<file path="src/rtl/parking_counter.sv">
// parking_counter: occupancy counter for a car park entrance with two light beams.
//
// A car entering breaks the outer beam (a) first, then both beams, then only the
// inner beam (b), then neither. An exit produces the mirror sequence. Each raw
// beam is synchronized, then debounced. A sequence FSM recognizes complete
// passes and drives a saturating binary counter plus a parallel BCD counter.
//
// Parameters:
//   CAPACITY        maximum occupancy, 1..99
//   DEBOUNCE_CYCLES consecutive stable cycles needed to accept a beam change, >= 1
//
// Ports:
//   clk        single clock, rising edge
//   reset      synchronous active-high reset
//   sensor_a   raw outer beam, 1 = blocked, asynchronous to clk
//   sensor_b   raw inner beam, 1 = blocked, asynchronous to clk
//   tens_digit BCD tens of occupancy
//   ones_digit BCD ones of occupancy
//   count      binary occupancy
//   full       count == CAPACITY (registered)
//   empty      count == 0 (registered)
//   car_in     one-cycle pulse per completed entry
//   car_out    one-cycle pulse per completed exit
//   error      one-cycle pulse alongside a rejected entry (full) or exit (empty)

module parking_counter #(
    parameter int unsigned CAPACITY        = 99,
    parameter int unsigned DEBOUNCE_CYCLES = 1000000
) (
    input  logic       clk,
    input  logic       reset,
    input  logic       sensor_a,
    input  logic       sensor_b,
    output logic [3:0] tens_digit,
    output logic [3:0] ones_digit,
    output logic [6:0] count,
    output logic       full,
    output logic       empty,
    output logic       car_in,
    output logic       car_out,
    output logic       error
);

    // Debounce counter only ever needs to hold DEBOUNCE_CYCLES-1.
    localparam int unsigned DbW = (DEBOUNCE_CYCLES > 1) ? $clog2(DEBOUNCE_CYCLES) : 1;
    localparam logic [DbW-1:0] DbLast = DbW'(DEBOUNCE_CYCLES - 1);
    localparam logic [6:0] CapVal = 7'(CAPACITY);

    typedef enum logic [2:0] {
        StIdle,
        StEnt1,
        StEnt2,
        StEnt3,
        StExt1,
        StExt2,
        StExt3,
        StWaitClr
    } state_e;

    // ------------------------------------------------------------------
    // Two-flop synchronizers
    // ------------------------------------------------------------------
    logic a_meta_q, a_sync_q;
    logic b_meta_q, b_sync_q;

    always_ff @(posedge clk) begin
        if (reset) begin
            a_meta_q <= 1'b0;
            a_sync_q <= 1'b0;
            b_meta_q <= 1'b0;
            b_sync_q <= 1'b0;
        end else begin
            a_meta_q <= sensor_a;
            a_sync_q <= a_meta_q;
            b_meta_q <= sensor_b;
            b_sync_q <= b_meta_q;
        end
    end

    // ------------------------------------------------------------------
    // Debouncers: a change is accepted only after the synced value has
    // differed from the debounced value for DEBOUNCE_CYCLES consecutive edges.
    // ------------------------------------------------------------------
    logic           deb_a_q, deb_a_d;
    logic           deb_b_q, deb_b_d;
    logic [DbW-1:0] cnt_a_q, cnt_a_d;
    logic [DbW-1:0] cnt_b_q, cnt_b_d;

    always_comb begin
        deb_a_d = deb_a_q;
        cnt_a_d = '0;
        if (a_sync_q != deb_a_q) begin
            if (cnt_a_q == DbLast) begin
                deb_a_d = a_sync_q;
            end else begin
                cnt_a_d = cnt_a_q + DbW'(1);
            end
        end
    end

    always_comb begin
        deb_b_d = deb_b_q;
        cnt_b_d = '0;
        if (b_sync_q != deb_b_q) begin
            if (cnt_b_q == DbLast) begin
                deb_b_d = b_sync_q;
            end else begin
                cnt_b_d = cnt_b_q + DbW'(1);
            end
        end
    end

    always_ff @(posedge clk) begin
        if (reset) begin
            deb_a_q <= 1'b0;
            deb_b_q <= 1'b0;
            cnt_a_q <= '0;
            cnt_b_q <= '0;
        end else begin
            deb_a_q <= deb_a_d;
            deb_b_q <= deb_b_d;
            cnt_a_q <= cnt_a_d;
            cnt_b_q <= cnt_b_d;
        end
    end

    // ------------------------------------------------------------------
    // Pass-recognition FSM on the debounced pair {a,b}
    // ------------------------------------------------------------------
    state_e     state_q, state_d;
    logic       in_d, out_d;
    logic [1:0] ab;

    assign ab = {deb_a_q, deb_b_q};

    always_comb begin
        state_d = state_q;
        in_d    = 1'b0;
        out_d   = 1'b0;
        unique case (state_q)
            StIdle: begin
                case (ab)
                    2'b10:   state_d = StEnt1;
                    2'b01:   state_d = StExt1;
                    2'b11:   state_d = StWaitClr;
                    default: state_d = StIdle;
                endcase
            end
            StEnt1: begin
                case (ab)
                    2'b11:   state_d = StEnt2;
                    2'b00:   state_d = StIdle;
                    2'b01:   state_d = StWaitClr;
                    default: state_d = StEnt1;
                endcase
            end
            StEnt2: begin
                case (ab)
                    2'b01:   state_d = StEnt3;
                    2'b10:   state_d = StEnt1;
                    2'b00:   state_d = StIdle;
                    default: state_d = StEnt2;
                endcase
            end
            StEnt3: begin
                case (ab)
                    2'b00: begin
                        state_d = StIdle;
                        in_d    = 1'b1;
                    end
                    2'b11:   state_d = StEnt2;
                    2'b10:   state_d = StWaitClr;
                    default: state_d = StEnt3;
                endcase
            end
            StExt1: begin
                case (ab)
                    2'b11:   state_d = StExt2;
                    2'b00:   state_d = StIdle;
                    2'b10:   state_d = StWaitClr;
                    default: state_d = StExt1;
                endcase
            end
            StExt2: begin
                case (ab)
                    2'b10:   state_d = StExt3;
                    2'b01:   state_d = StExt1;
                    2'b00:   state_d = StIdle;
                    default: state_d = StExt2;
                endcase
            end
            StExt3: begin
                case (ab)
                    2'b00: begin
                        state_d = StIdle;
                        out_d   = 1'b1;
                    end
                    2'b11:   state_d = StExt2;
                    2'b01:   state_d = StWaitClr;
                    default: state_d = StExt3;
                endcase
            end
            StWaitClr: begin
                // Illegal or unrecognized pattern: wait for both beams clear.
                if (ab == 2'b00) begin
                    state_d = StIdle;
                end
            end
            default: state_d = StIdle;
        endcase
    end

    always_ff @(posedge clk) begin
        if (reset) begin
            state_q <= StIdle;
            car_in  <= 1'b0;
            car_out <= 1'b0;
        end else begin
            state_q <= state_d;
            car_in  <= in_d;
            car_out <= out_d;
        end
    end

    // ------------------------------------------------------------------
    // Occupancy: binary and BCD counters kept in lockstep
    // ------------------------------------------------------------------
    logic [6:0] count_d;
    logic [3:0] tens_d, ones_d;
    logic       full_d, empty_d;

    // full/empty already reflect the count the pulse is applied to.
    assign error = (car_in & full) | (car_out & empty);

    always_comb begin
        count_d = count;
        tens_d  = tens_digit;
        ones_d  = ones_digit;
        if (car_in && !full) begin
            count_d = count + 7'd1;
            if (ones_digit == 4'd9) begin
                ones_d = 4'd0;
                tens_d = tens_digit + 4'd1;
            end else begin
                ones_d = ones_digit + 4'd1;
            end
        end else if (car_out && !empty) begin
            count_d = count - 7'd1;
            if (ones_digit == 4'd0) begin
                ones_d = 4'd9;
                tens_d = tens_digit - 4'd1;
            end else begin
                ones_d = ones_digit - 4'd1;
            end
        end
        full_d  = (count_d == CapVal);
        empty_d = (count_d == 7'd0);
    end

    always_ff @(posedge clk) begin
        if (reset) begin
            count      <= 7'd0;
            tens_digit <= 4'd0;
            ones_digit <= 4'd0;
            full       <= 1'b0;
            empty      <= 1'b1;
        end else begin
            count      <= count_d;
            tens_digit <= tens_d;
            ones_digit <= ones_d;
            full       <= full_d;
            empty      <= empty_d;
        end
    end

endmodule

</file>
<file path="config.mk">
export PLATFORM = sky130hd
export DESIGN_NAME = parking_counter
export DESIGN_NICKNAME = d
export VERILOG_FILES = /design/src/rtl/parking_counter.sv
export SDC_FILE = /design/constraint.sdc
export NUM_CORES = 1
export LEC_CHECK = 0
export ABC_AREA = 1
export BUFFER_PORTS_ARGS = -buffer_cell sky130_fd_sc_hd__buf_2
export CAP_MARGIN = 20
export CELL_PAD_IN_SITES_DETAIL_PLACEMENT = 0
export CELL_PAD_IN_SITES_GLOBAL_PLACEMENT = 2
export CORE_MARGIN = 5
export CORE_UTILIZATION = 38
export DETAILED_ROUTE_END_ITERATION = 6
export GPL_ROUTABILITY_DRIVEN = 0
export HOLD_SLACK_MARGIN = 0.05
export PLACE_DENSITY_LB_ADDON = 0.1
export SKIP_CTS_REPAIR_TIMING = 1
export SYNTH_ARGS = -nofsm -noshare
export SYNTH_HDL_FRONTEND = slang
export SYNTH_SLANG_ARGS = --single-unit
</file>
<file path="constraint.sdc">
create_clock -name clk -period 2.8 [get_ports clk]
set_input_delay 0.14 -clock clk [delete_from_list [all_inputs] [get_ports clk]]
set_output_delay 0.14 -clock clk [all_outputs]
set_load 0.01 [all_outputs]
</file>
==> run_results.csv <==
group,metric,value,unit
status,status,"completed",
place,portBuffers,23,
worst_setup_path,slowest_stage,"nand2_1",
sta,slew_viol_final,0,
clock_network,clockBufferDepth,2,
sta,timing.fmax,0.513,GHz
worst_setup_path,path_delay_family,"simple AND/OR/NAND/NOR gates",
global_route,grt_max_degree,21,
finish,num-fill-cells,1023,
clock_network,root_buffer,"clkbuf_8",
sta,worst_slew_margin_rel,0.540,
clock_network,cts-buffers-inserted,9,
worst_setup_path,worst-path-buf-inv,0,
sta,fin_skew,0.00394,ns
worst_setup_path,endpoint_kind,"flip-flop",
run,max-cap-violations,0,
worst_setup_path,slowest_delay,0.55,ns
detailed_routing,viasPerCell,4.64,
detailed_routing,ant_nets,0,
synthesis,synthCells,522,
sta,fin_crit_sh,0.696,
worst_setup_path,critPathKind,"reg -> reg",
synthesis,synth_ff_type,"dfxtp_1",
global_route,overflow,0,
synthesis,synth_top_area_frac,0.364,
synthesis,syn_avg_cell_area,7.17,um2
clock_network,clock_latency,0.34,ns
global_route,antenna_found_initial,0,
die,die_area,11900,um2
die,die_h,109,um
synthesis,ys_ff_latch,68,
finish,nets,570,
synthesis,synth_area,3740,um2
sta,hold_viol,0,
place,place_inst,671,
detailed_routing,wirelength,8150,um
clock_network,clock-sinks,68,
sta,rsz0062_at_grt,"no",
power_and_ir_drop,power.leakage,1.65,nW
worst_setup_path,crit_chain,"ha_1 -> nand2_2 -> nor3_2 -> nand3_1 -> nand2_1 -> nor2_1",
clock_network,tritoncts,"done",
sta,tns,0,ns
global_route,track_usage,0.148,
place,place_hpwl,5950,um
synthesis,syn_nets,541,
synthesis,synth-edff-count,0,
detailed_routing,wl_per_cell,11.8,um
die,rows,36,
worst_setup_path,critPathMaxFanout,20,
die,start_util,0.387,
detailed_routing,num_vias,3196,
sta,worst_pin_slew,0.689,ns
global_route,grt_pass1_vias,3015,
finish,insertedDiodeCount,0,
global_route,grt_pass1_wl,14000,um
detailed_routing,drc,0,
die,ios,24,
power_and_ir_drop,powerDensity,437,nW/um2
synthesis,synth_warnings,0,
min_path,hold_path.class,"in -> reg",
synthesis,synthTopCellsByArea,"dfxtp_1 (36%), nand2_1 (10%), nor2_1 (8.2%)",
worst_setup_path,arrival,2.15,ns
synthesis,synthArstFlopShare,0,
clock_network,htree_levels,3,
die,die-width,109,um
synthesis,synth.distinct_cells,43,
synthesis,synth_top_cell_by_area,"dfxtp_1",
clock_network,path_clk_slew,0.07,ns
detailed_routing,first_pass_iters,5,
finish,area_delta_synth_final,12.2,%
die,core,9680,um2
sta,setup_viol,0,
synthesis,synth_seq_area_share,0.364,
worst_setup_path,required,3.00,ns
worst_setup_path,startpoint_type,"flip-flop",
detailed_routing,drt_iter0_markers,72,
finish,finalNonFillerCells,689,
sta,min_period,1.95,ns
power_and_ir_drop,ir_drop,263,uV
finish,drive_above_1_share,0.151,
worst register-to-register path: stages (launching register included):
cell	delay, ns
dfxtp_1	0.43
ha_1	0.24
nand2_2	0.10
nor3_2	0.22
nand3_1	0.16
nand2_1	0.55
nor2_1	0.12
metal layers:
layer  track usage  part of all wire  vias to the layer above
met5             0                 0                        -
met4        0.0454             0.011                        0
met3        0.0337             0.025                        8
met2         0.228              0.43                       29
met1         0.206              0.53                     1419
li1              -                 -                     1740
layout by cell type (no fill, tap or decap), types with 13 or more instances in the layout:
cell type  Yosys  final
nand2_1      100    100
nor2_1        82     82
dfxtp_1       68     68
inv_1         60     60
nand3_1       40     40
buf_2          1     23
a21oi_1       22     22
o21ai_0       15     15
nand4_1       14     14
ha_1          14     14
nor3_1        13     13
final cells by class:
cell class                      instances  area (um2)  area share
Multi-Input combinational cell        378        2080       0.495
Clock inverter                          5        50.0      0.0119
Clock buffer                           11         151      0.0360
Sequential cell                        68        1360       0.324
Tap cell                              133         166      0.0396
Timing Repair Buffer                   25         135      0.0322
Inverter                               69         259      0.0616
cell usage after synthesis (3+ instances only):
| master | number |
|---|---|
| nand3b_1 | 3 |
| nor3_2 | 5 |
| nand2_2 | 8 |
| nor3_1 | 13 |
| nand3_1 | 40 |
| nor2_1 | 82 |
| nor2_4 | 7 |
| o21ai_1 | 3 |
| nand3_2 | 3 |
| nand4_1 | 14 |
| a21oi_1 | 22 |
| inv_1 | 60 |
| xnor2_1 | 9 |
| inv_2 | 8 |
| nand2_1 | 100 |
| o21ai_0 | 15 |
| nor2_2 | 5 |
| or2_0 | 3 |
| dfxtp_1 | 68 |
| buf_4 | 3 |
| xor2_1 | 9 |
| ha_1 | 14 |
registers in the layout, indices dropped and copies added, names as in the netlist:
signal / flops
state_q: 3
cnt_a_q: 20
car_in: 1
deb_b_q: 1
a_meta_q: 1
full: 1
cnt_b_q: 20
tens_digit: 4
b_sync_q: 1
count: 7
deb_a_q: 1
b_meta_q: 1
empty: 1
ones_digit: 4
car_out: 1
a_sync_q: 1
report_power, final:
part            total, W  switching, W  internal (W)
clock network   0.000843      0.000388      0.000454
logic          0.0000232     0.0000162    0.00000696
registers       0.000972    0.00000221      0.000970
cell families (layout without fill, tap and decap cells):
| logic type | after synthesis | in the layout | share of synthesized area |
|---|---|---|---|
| AO/OA/AOI/OAI | 47 | 47 | 0.0682 |
| multiplexers | 1 | 1 | 0.00267 |
| flip-flops | 68 | 68 | 0.364 |
| adder cells (fa/ha/maj) | 15 | 15 | 0.0521 |
| XOR/XNOR | 18 | 18 | 0.0421 |
| AND/OR/NAND/NOR | 297 | 297 | 0.390 |
| buffers and inverters | 76 | 110 | 0.0815 |
final timing paths:
kind,from,endpoint,slack (ns),depth (start not counted)
min,reset,b_sync_q$_SDFF_PP0_,0.22,2
max,cnt_b_q[0]$_SDFF_PP0_,cnt_b_q[14]$_SDFF_PP0_,0.85,6
max reg2reg,cnt_b_q[0]$_SDFF_PP0_,cnt_b_q[14]$_SDFF_PP0_,0.85,6
min reg2reg,a_meta_q$_SDFF_PP0_,a_sync_q$_SDFF_PP0_,0.40,2
stage by stage:
stage	hold WS (ns)	setup slack, ns	util	power, W	instance area (um2)
after floorplan	0.247	1.35	-	0.00101	3740
after global placement	0.355	0.881	0.411	0.00102	3980
after detailed placement	0.352	0.801	0.411	0.00102	3980
after CTS	-0.0243	0.782	0.432	0.00188	4180
after global routing	0.239	0.587	0.434	0.00192	4200
final	0.217	0.851	0.434	0.00184	4200
No activity file was read; power rests on OpenSTA's default activity.
